`src/rtl/led_ctrl_pkg.sv`:
```
// Shared opcodes, FSM state type and sizing helpers
// for the UART-driven LED PWM controller.
package led_ctrl_pkg;

  localparam logic [7:0] CMD_R = 8'h52;
  localparam logic [7:0] CMD_G = 8'h47;
  localparam logic [7:0] CMD_B = 8'h42;
  localparam logic [7:0] CMD_r = 8'h72;
  localparam logic [7:0] CMD_g = 8'h67;
  localparam logic [7:0] CMD_b = 8'h62;
  localparam logic [7:0] CMD_D = 8'h44;
  localparam logic [7:0] CMD_X = 8'h58;

  localparam int CH_W = 4;

  typedef enum logic [1:0] {
    ST_IDLE,
    ST_GET_CH,
    ST_GET_DUTY
  } state_e;

  function automatic int cnt_w(input int n);
    return $clog2(n + 1);
  endfunction

endpackage

```
`src/rtl/led_pwm_controller_pwm_channel.sv`:
```
// One PWM channel: shadow duty, period-aligned active
// duty and a registered compare output.
module pwm_channel #(
  parameter int PWM_BITS = 8
) (
  input  logic                clk,
  input  logic                rst,
  input  logic                wr_en,
  input  logic [PWM_BITS-1:0] wr_duty,
  input  logic                commit,
  input  logic [PWM_BITS-1:0] cnt,
  output logic                led
);

  logic [PWM_BITS-1:0] shadow_q, shadow_d;
  logic [PWM_BITS-1:0] active_q, active_d;
  logic                led_q, led_d;

  // a write landing on the commit cycle is committed directly
  always_comb begin
    shadow_d = wr_en ? wr_duty : shadow_q;
    active_d = commit ? shadow_d : active_q;
    led_d    = (active_q == '1) | (cnt < active_q);
  end

  always_ff @(posedge clk) begin
    if (rst) begin
      shadow_q <= '0;
      active_q <= '0;
      led_q    <= 1'b0;
    end else begin
      shadow_q <= shadow_d;
      active_q <= active_d;
      led_q    <= led_d;
    end
  end

  assign led = led_q;

endmodule

```
`src/rtl/led_pwm_controller.sv`:
```
// Command decoder, timeout, prescaler and shared PWM
// counter driving N_CH pwm_channel instances.
module led_pwm_controller
  import led_ctrl_pkg::*;
#(
  parameter int N_CH        = 3,
  parameter int PWM_BITS    = 8,
  parameter int PRESCALE    = 1,
  parameter int TIMEOUT_CYC = 100000
) (
  input  logic            clk,
  input  logic            rst,
  input  logic [7:0]      rx_byte,
  input  logic            rx_done,
  output logic [N_CH-1:0] led,
  output logic            busy,
  output logic            cmd_ok,
  output logic            cmd_err
);

  localparam int PS_W = (PRESCALE > 1) ? $clog2(PRESCALE) : 1;
  localparam int TO_W = cnt_w(TIMEOUT_CYC);
  localparam logic [PS_W-1:0] PS_LAST = PS_W'(PRESCALE - 1);
  localparam logic [TO_W-1:0] TO_LAST = TO_W'(TIMEOUT_CYC - 1);
  localparam logic [4:0] NCH5 = 5'(N_CH);

  state_e              state_q, state_d;
  logic [CH_W-1:0]     ch_q, ch_d;
  logic [TO_W-1:0]     to_q, to_d;
  logic [PS_W-1:0]     presc_q, presc_d;
  logic [PWM_BITS-1:0] cnt_q, cnt_d;
  logic                ok_q, ok_d;
  logic                err_q, err_d;
  logic                tick, commit;

  logic                lt_vld, lt_on;
  logic [CH_W-1:0]     lt_ch;
  logic                wr_all, wr_one;
  logic [CH_W-1:0]     wr_sel;
  logic [PWM_BITS-1:0] wr_val;
  logic [N_CH-1:0]     wr_en;

  always_comb begin
    tick    = (presc_q == PS_LAST);
    presc_d = tick ? '0 : presc_q + 1'b1;
    cnt_d   = tick ? cnt_q + 1'b1 : cnt_q;
    commit  = tick && (cnt_q == '1);
  end

  always_comb begin
    state_d = state_q;
    ch_d    = ch_q;
    to_d    = to_q;
    ok_d    = 1'b0;
    err_d   = 1'b0;
    lt_vld  = 1'b0;
    lt_on   = 1'b0;
    lt_ch   = '0;
    wr_all  = 1'b0;
    wr_one  = 1'b0;
    wr_sel  = '0;
    wr_val  = '0;
    unique case (state_q)
      ST_IDLE: begin
        to_d = '0;
        if (rx_done) begin
          case (rx_byte)
            CMD_R: begin lt_vld = 1'b1; lt_on = 1'b1; lt_ch = 4'd0; end
            CMD_G: begin lt_vld = 1'b1; lt_on = 1'b1; lt_ch = 4'd1; end
            CMD_B: begin lt_vld = 1'b1; lt_on = 1'b1; lt_ch = 4'd2; end
            CMD_r: begin lt_vld = 1'b1; lt_ch = 4'd0; end
            CMD_g: begin lt_vld = 1'b1; lt_ch = 4'd1; end
            CMD_b: begin lt_vld = 1'b1; lt_ch = 4'd2; end
            CMD_X: begin wr_all = 1'b1; ok_d = 1'b1; end
            CMD_D: state_d = ST_GET_CH;
            default: err_d = 1'b1;
          endcase
          if (lt_vld) begin
            if ({1'b0, lt_ch} < NCH5) begin
              wr_one = 1'b1;
              wr_sel = lt_ch;
              wr_val = lt_on ? '1 : '0;
              ok_d   = 1'b1;
            end else begin
              err_d = 1'b1;
            end
          end
        end
      end
      ST_GET_CH: begin
        if (rx_done) begin
          to_d = '0;
          if (rx_byte < 8'(N_CH)) begin
            ch_d    = rx_byte[CH_W-1:0];
            state_d = ST_GET_DUTY;
          end else begin
            err_d   = 1'b1;
            state_d = ST_IDLE;
          end
        end else if (to_q == TO_LAST) begin
          to_d    = '0;
          err_d   = 1'b1;
          state_d = ST_IDLE;
        end else begin
          to_d = to_q + 1'b1;
        end
      end
      ST_GET_DUTY: begin
        if (rx_done) begin
          to_d    = '0;
          wr_one  = 1'b1;
          wr_sel  = ch_q;
          wr_val  = rx_byte[7 -: PWM_BITS];
          ok_d    = 1'b1;
          state_d = ST_IDLE;
        end else if (to_q == TO_LAST) begin
          to_d    = '0;
          err_d   = 1'b1;
          state_d = ST_IDLE;
        end else begin
          to_d = to_q + 1'b1;
        end
      end
      default: state_d = ST_IDLE;
    endcase
    for (int i = 0; i < N_CH; i++) begin
      wr_en[i] = wr_all | (wr_one && (wr_sel == 4'(i)));
    end
  end

  always_ff @(posedge clk) begin
    if (rst) begin
      state_q <= ST_IDLE;
      ch_q    <= '0;
      to_q    <= '0;
      presc_q <= '0;
      cnt_q   <= '0;
      ok_q    <= 1'b0;
      err_q   <= 1'b0;
    end else begin
      state_q <= state_d;
      ch_q    <= ch_d;
      to_q    <= to_d;
      presc_q <= presc_d;
      cnt_q   <= cnt_d;
      ok_q    <= ok_d;
      err_q   <= err_d;
    end
  end

  for (genvar g = 0; g < N_CH; g++) begin : g_ch
    pwm_channel #(
      .PWM_BITS(PWM_BITS)
    ) u_ch (
      .clk    (clk),
      .rst    (rst),
      .wr_en  (wr_en[g]),
      .wr_duty(wr_val),
      .commit (commit),
      .cnt    (cnt_q),
      .led    (led[g])
    );
  end

  assign busy    = (state_q != ST_IDLE);
  assign cmd_ok  = ok_q;
  assign cmd_err = err_q;

endmodule

```
`config.mk`:
```
export PLATFORM = sky130hd
export DESIGN_NAME = led_pwm_controller
export DESIGN_NICKNAME = d
export VERILOG_FILES = /design/src/rtl/led_ctrl_pkg.sv /design/src/rtl/led_pwm_controller_pwm_channel.sv /design/src/rtl/led_pwm_controller.sv
export SDC_FILE = /design/constraint.sdc
export NUM_CORES = 1
export LEC_CHECK = 0
export CAP_MARGIN = 20
export CORE_ASPECT_RATIO = 0.7
export CORE_MARGIN = 2
export CORE_UTILIZATION = 50
export CTS_BUF_LIST = sky130_fd_sc_hd__clkbuf_16
export DETAILED_ROUTE_END_ITERATION = 10
export GPL_TIMING_DRIVEN = 0
export PLACE_DENSITY = 0.68
export SYNTH_ARGS = -nofsm -noshare
export SYNTH_HDL_FRONTEND = slang
export SYNTH_SLANG_ARGS = --single-unit
```
`constraint.sdc`:
```
create_clock -name clk -period 3.4 [get_ports clk]
set_input_delay 1.02 -clock clk [delete_from_list [all_inputs] [get_ports clk]]
set_output_delay 1.02 -clock clk [all_outputs]
set_load 0.005 [all_outputs]
```
Word level (Yosys, flattened, before mapping)
Cells that the tools add are included.
{"block": "classes", "add_sub_neg": 3, "mul": 0, "n_div": 0, "order_cmp": 5, "eq_ne": 19, "shifts": 0, "muxes": 54, "bitwise": 7, "reduce_logical": 17}
{"operator": "8-bit by 7-bit == test with 1-bit output, second input constant", "count": 8}
{"operator": "8-bit two-way mux", "count": 8}
{"operator": "17-bit two-way mux", "count": 2}
{"operator": "17-bit one-hot mux with 2 select lines", "count": 1}
{"operator": "8-bit == test, second input constant", "count": 4}
{"operator": "8-bit < comparator", "count": 3}
{"operator": "1-bit two-way mux", "count": 24}
{"operator": "4-bit two-way mux", "count": 6}
{"operator": "17-bit by 1-bit adder with 17-bit output, second input constant", "count": 1}
{"operator": "17-bit == test, second input constant", "count": 1}
{"operator": "8-bit one-hot mux with 2 select lines", "count": 1}
{"operator": "2-bit two-way mux", "count": 6}
{"operator": "8-bit by 1-bit adder with 8-bit output, second input constant", "count": 1}
{"operator": "8-bit by 2-bit < comparator with 1-bit output, second input constant", "count": 1}
{"operator": "4-bit one-hot mux with 2 select lines", "count": 1}
{"operator": "2-bit OR reduction", "count": 4}
{"operator": "8-bit OR reduction", "count": 1}
{"operator": "1-bit bitwise OR", "count": 6}
{"operator": "2-bit one-hot mux with 3 select lines", "count": 1}
{"operator": "6-bit OR reduction", "count": 1}
{"operator": "4-bit by 1-bit == test with 1-bit output, second input constant", "count": 1}
{"operator": "4-bit by 2-bit == test with 1-bit output, second input constant", "count": 1}
{"operator": "1-bit logical AND", "count": 4}
{"operator": "4-bit logical NOT", "count": 1}
{"operator": "other kinds (15)", "count": 17}
{"block": "word_totals", "ff_bits": 85, "latchBits": 0, "ramBits": 0, "romBits": 0, "in_bits": 11, "output_inout_bits": 6, "wordCells": 121, "mem_count": 0}

Logic depth before layout (Yosys ltp)
Gate-level depths: netlist of run 1.
{"block": "logic_depth", "ltp_word": 14, "depth_mapped": 10, "depth_no_buf": 8}

Hierarchy
A second synthesis of run 1 with hierarchy kept.
{"block": "hier_totals", "hier_cells": 495, "hier_area_um2": 4296.6}
{"mod": "pwm_channel", "instances": 3, "cells_per_inst": 81, "area_each_um2": 763.2, "seq_area_each_um2": 340.3}
{"mod": "led_pwm_controller", "instances": 1, "cells_per_inst": 252, "area_each_um2": 2006.9, "seq_area_each_um2": 680.7}

Worst setup path before layout of run 1
No wires, ideal clock.
{"block": "synth_timing", "kind": "input to register", "start": "in rx_byte[0]", "end": "reg g_ch[1].u_ch.active_q[0]", "setup_ns": 0.122, "arrival_ns": 2.730, "required_ns": 3.278, "slack_ns": 0.548, "path_stages": 7, "path_buffers": 1, "cell_sequence": "or3b_4 o41ai_4 nor2_1 a21oi_2 buf_4 nor2_1 a221o_1"}
{"block": "synth_between", "elab_chain_len": 14, "word_cells_on_any_way": 42, "classes_between": "order compare (1); eq/ne (8); mux (27); bitwise (1); reduce/logical (5)"}
{"item": "start: declaration", "line_no": "led_pwm_controller.sv:13", "rtl": "input logic [7:0] rx_byte,"}
{"item": "8-bit by 7-bit == test with 1-bit output", "line_no": "led_pwm_controller.sv:67", "rtl": "case (rx_byte)"}
{"item": "2-bit OR reduction (no line)"}
{"item": "2-bit one-hot mux with 2 select lines", "line_no": "led_pwm_controller.sv:67"}
{"item": "4-bit two-way mux", "line_no": "led_pwm_controller.sv:66", "rtl": "if (rx_done) begin"}
{"item": "4-bit two-way mux", "line_no": "led_pwm_controller.sv:63", "rtl": "unique case (state_q)"}
{"item": "4-bit by 2-bit < comparator with 1-bit output", "line_no": "led_pwm_controller.sv:79", "rtl": "if ({1'b0, lt_ch} < NCH5) begin"}
{"item": "4-bit two-way mux", "line_no": "led_pwm_controller.sv:79"}
{"item": "4-bit two-way mux", "line_no": "led_pwm_controller.sv:78", "rtl": "if (lt_vld) begin"}
{"item": "4-bit two-way mux", "line_no": "led_pwm_controller.sv:66"}
{"item": "4-bit one-hot mux with 2 select lines", "line_no": "led_pwm_controller.sv:63"}
{"item": "4-bit by 1-bit == test with 1-bit output", "line_no": "led_pwm_controller.sv:127", "rtl": "wr_en[i] = wr_all | (wr_one && (wr_sel == 4'(i)));"}
{"item": "1-bit logical AND", "line_no": "led_pwm_controller.sv:127"}
{"item": "1-bit bitwise OR", "line_no": "led_pwm_controller.sv:127"}
{"item": "8-bit two-way mux *", "line_no": "led_pwm_controller_pwm_channel.sv:21", "rtl": "shadow_d = wr_en ? wr_duty : shadow_q;"}
{"item": "end signal: assignment", "line_no": "led_pwm_controller_pwm_channel.sv:33", "rtl": "active_q <= active_d;"}
{"item": "end: declaration", "line_no": "led_pwm_controller_pwm_channel.sv:16", "rtl": "logic [PWM_BITS-1:0] active_q, active_d;"}
Mark *: on every way between the ends. The rest lies on a longest branch, timed or not. The select of a mux whose other input is x is not followed.
A chain may end at the register's enable or synchronous reset.

Final worst setup path of run 1
{"block": "layout_timing", "start": "in rx_byte[1]", "end": "reg g_ch[1].u_ch.active_q[1]"}
Same word-level chain as after synthesis.

==> results of run 1 <==
per-layer routing:
layer / vias to the layer above / wire, um
met3: 7 / 538
met2: 102 / 4370
met1: 1718 / 5380
met4: 0 / 89
li1: 1824 / -
met5: - / 0
sequential cells by signal, summed over array words and instances, names as in the netlist:
register,flops
cmd_err,1
g_ch.u_ch.led,3
cnt_q,8
state_q,2
cmd_ok,1
g_ch.u_ch.active_q,24
presc_q,1
ch_q,4
to_q,17
g_ch.u_ch.shadow_q,24
cells by family after synthesis:
logic type | after synthesis | synth area share [%]
compound gates | 109 | 19.9
xor+xnor | 10 | 2.02
fa+ha+maj | 27 | 7.79
buf+inv | 48 | 4.67
flops | 85 | 39.2
mux | 28 | 6.46
other cells | 1 | 0.0864
simple gates | 179 | 19.8
placed cells by master, fill, tap and decap left out, types with 9 or more instances in the layout:
master and count:
a221o_1 24, o21ai_0 26, clkdlybuf4s50_1 15, a21oi_1 13
nor3_1 9, ha_1 27, inv_1 27, clkbuf_1 12
clkbuf_16 9, dfxtp_1 85, mux2i_1 28, nand2_1 35
nand3_1 17, nor2_1 73
where the power goes:
group	internal, mW	switching [mW]
logic	0.0542	0.0671
clock network	0.482	0.386
registers	1.00	0.0103
total	1.54	0.464
stage by stage:
stage                     total power, mW  TNS [ps]  util (%)  hold WS, ps  worst slack [ps]
after global routing                 2.08      -152      58.2          503             -47.0
after CTS                            2.02         0      58.0          485               108
after floorplan                      1.11         0         -          429               548
final                                2.00         0      58.2          483              89.7
after detailed placement             1.16     -6740      54.9          468              -251
after global placement               1.15     -4640      54.9          456              -232
cell type report:
class                           count  share of cell area, %
Sequential cell                    85                   34.6
Tap cell                          120                   3.05
Clock inverter                      6                  0.662
Inverter                           27                   2.06
Timing Repair Buffer               15                   3.05
Multi-Input combinational cell    354                   49.9
Buffer                             21                   2.06
Clock buffer                        9                   4.58
repair_timing:
action / in CTS / in global routing
endpoints found under the setup margin: 0 / 10
gates resized for setup: 0 / 2
hold endpoints to repair: 0 / 0
buffers inserted: 0 / 0
worst min path at each step:
stage,to,slack [ps],depth (start not counted)
after floorplan,to_q[16],430,1
after global placement,to_q[16],460,1
after detailed placement,g_ch[0].u_ch.active_q[7],470,1
after CTS,g_ch[0].u_ch.active_q[7],480,1
after global routing,g_ch[2].u_ch.active_q[6],500,1
final,g_ch[0].u_ch.active_q[7],480,1
==> key figures, run 1 <==
Run status
  • Status: complete, no violations

GRT
  • GR peak layer: met2
  • Met2 Track Usage GR: 35.3%
  • First-pass GRT wire length: 17100 um
  • Pin count of the biggest net entering global routing: 14
  • GRT Total Usage: 23.7%
  • Initial antenna violation count: 0
  • M3 GR Usage: 5.46%
  • Met1 Use GR: 34.5%
  • Grt ovf: 0
  • Vias in the first global route: 3342

Critical path
  • Required @ worst endpoint: 3630 ps
  • Crit-path max FO: 10
  • Worst reg2reg path depth: 10
  • Crit path launch type: input port
  • Critical path arrival: 3540 ps
  • CP cell instances: clkdlybuf4s50_1 -> or3b_1 -> o41ai_4 -> nor2_1 -> a21oi_4 -> buf_4 -> nor2_1 -> a221o_1
  • Peak per-stage delay on the critical path: 590 ps
  • Buf+Inv Stages, Crit Path: 2
  • Setup CP Type: in2reg
  • Endpoint class of the critical path: flop
  • Reg2Reg Setup Slack: 580 ps
  • CP most frequent cell: nor2_1
  • CP top delay family: compound AO/OA/AOI/OAI gates
  • CP Depth: 8
  • R2r endpoint: g_ch[1].u_ch.active_q[1]
  • Critical Path Start: rx_byte[1]
  • CP endpoint: g_ch[1].u_ch.active_q[1]
  • R2r startpoint: state_q[0]
  • CP max stage cell: clkdlybuf4s50_1

CTS
  • Clock Latency Late Sink: 340 ps
  • Cts bufs inserted: 9
  • CTS root buf: clkbuf_16
  • Clk slew on worst S/H paths: 60 ps
  • Clk sinks: 85
  • Hold_buf cts: 0
  • Clock buffer depth: 2
  • CTS tree: done
  • Htree depth: 3

STA
  • Fin crit share: 97.4%
  • Setup Skew: 5.18 ps
  • Crit path time final: 3310 ps
  • Final Max Slew Viols: 0
  • Fmax: 302 MHz
  • Worst-margin pin slew: 814 ps
  • RSZ-0062 raised after global routing: yes
  • Final Setup Violations: 0
  • Slew margin rel.: 45.5%
  • Final Hold Viols: 0

Detailed routing
  • DR WL/cell: 16.3 um
  • Via count: 3651
  • DRC viols: 0
  • DR vias/cell: 5.73
  • Drt first pass iters: 4
  • DRT Wirelength: 10400 um
  • Initial DRC Count: 248
  • Post-DRT Antenna Nets: 0

Logic synthesis
  • Avg Cell Area, Syn: 8.91 sq um
  • Yosys top cell by area: dfxtp_1
  • Ys async rst share: 0%
  • Top-count cell post-synth: dfxtp_1
  • Flops & latches, synth: 85
  • Yosys warning count: 0
  • Sequential share of the synthesized area: 39.2%
  • Cell area after synthesis: 4340 sq um
  • Synth Flop Type: dfxtp_1
  • Cell variety after synth: 57
  • Post-synth top cells: dfxtp_1, nor2_1, nand2_1, mux2i_1, ha_1
  • Syn Inst Count: 487
  • Yosys top cell area share: 39.2%
  • Syn Nets: 525
  • Top post-synthesis cells by area: dfxtp_1, ha_1, mux2i_1
  • Number of flops mapped to enable cells by yosys: 0

Final layout
  • Seq. cell area: 1700 sq um
  • Area Growth Syn to Fin: 13.3%
  • Fill count: 787
  • Non-filler instance count after layout: 637
  • Design area: 4910 sq um
  • Fin nets: 551
  • Footprint of the multi-input gates: 2450 sq um
  • ANT cells: 0
  • Layout cell share with drive strength beyond 1: 6.19%

Floorplanning
  • Area of the die: 9450 sq um
  • Core Box Area: 8440 sq um
  • Row cnt: 28
  • Die height: 81.9 um
  • IO Count: 17
  • Die X: 115 um
  • Starting density of the core: 51.4%

Hold path
  • Type of the worst min-delay path: reg2reg
  • Hold Crit Start: g_ch[0].u_ch.shadow_q[7]

Place
  • Placed Instance Area: 4640 sq um
  • GPL Wtd Cong: 0.882
  • I/O Buffers: 15
  • Post-DP HPWL: 7650 um
  • Placed Cells: 622

Job
  • Max_cap viols: 0

Power and ir drop
  • Pwr per Cell Area: 408 nW/um^2
  • VDD IR max: 0.000251 V
  • Leak Pwr: 1.87 nW
(Power assumes the default switching activity.)
==> run 2, diff against run 1 <==
Settings changed: ABC_AREA set to 0.
==> results of run 2 <==
The final DEF is identical to that of run 1; final timing and power are the same.
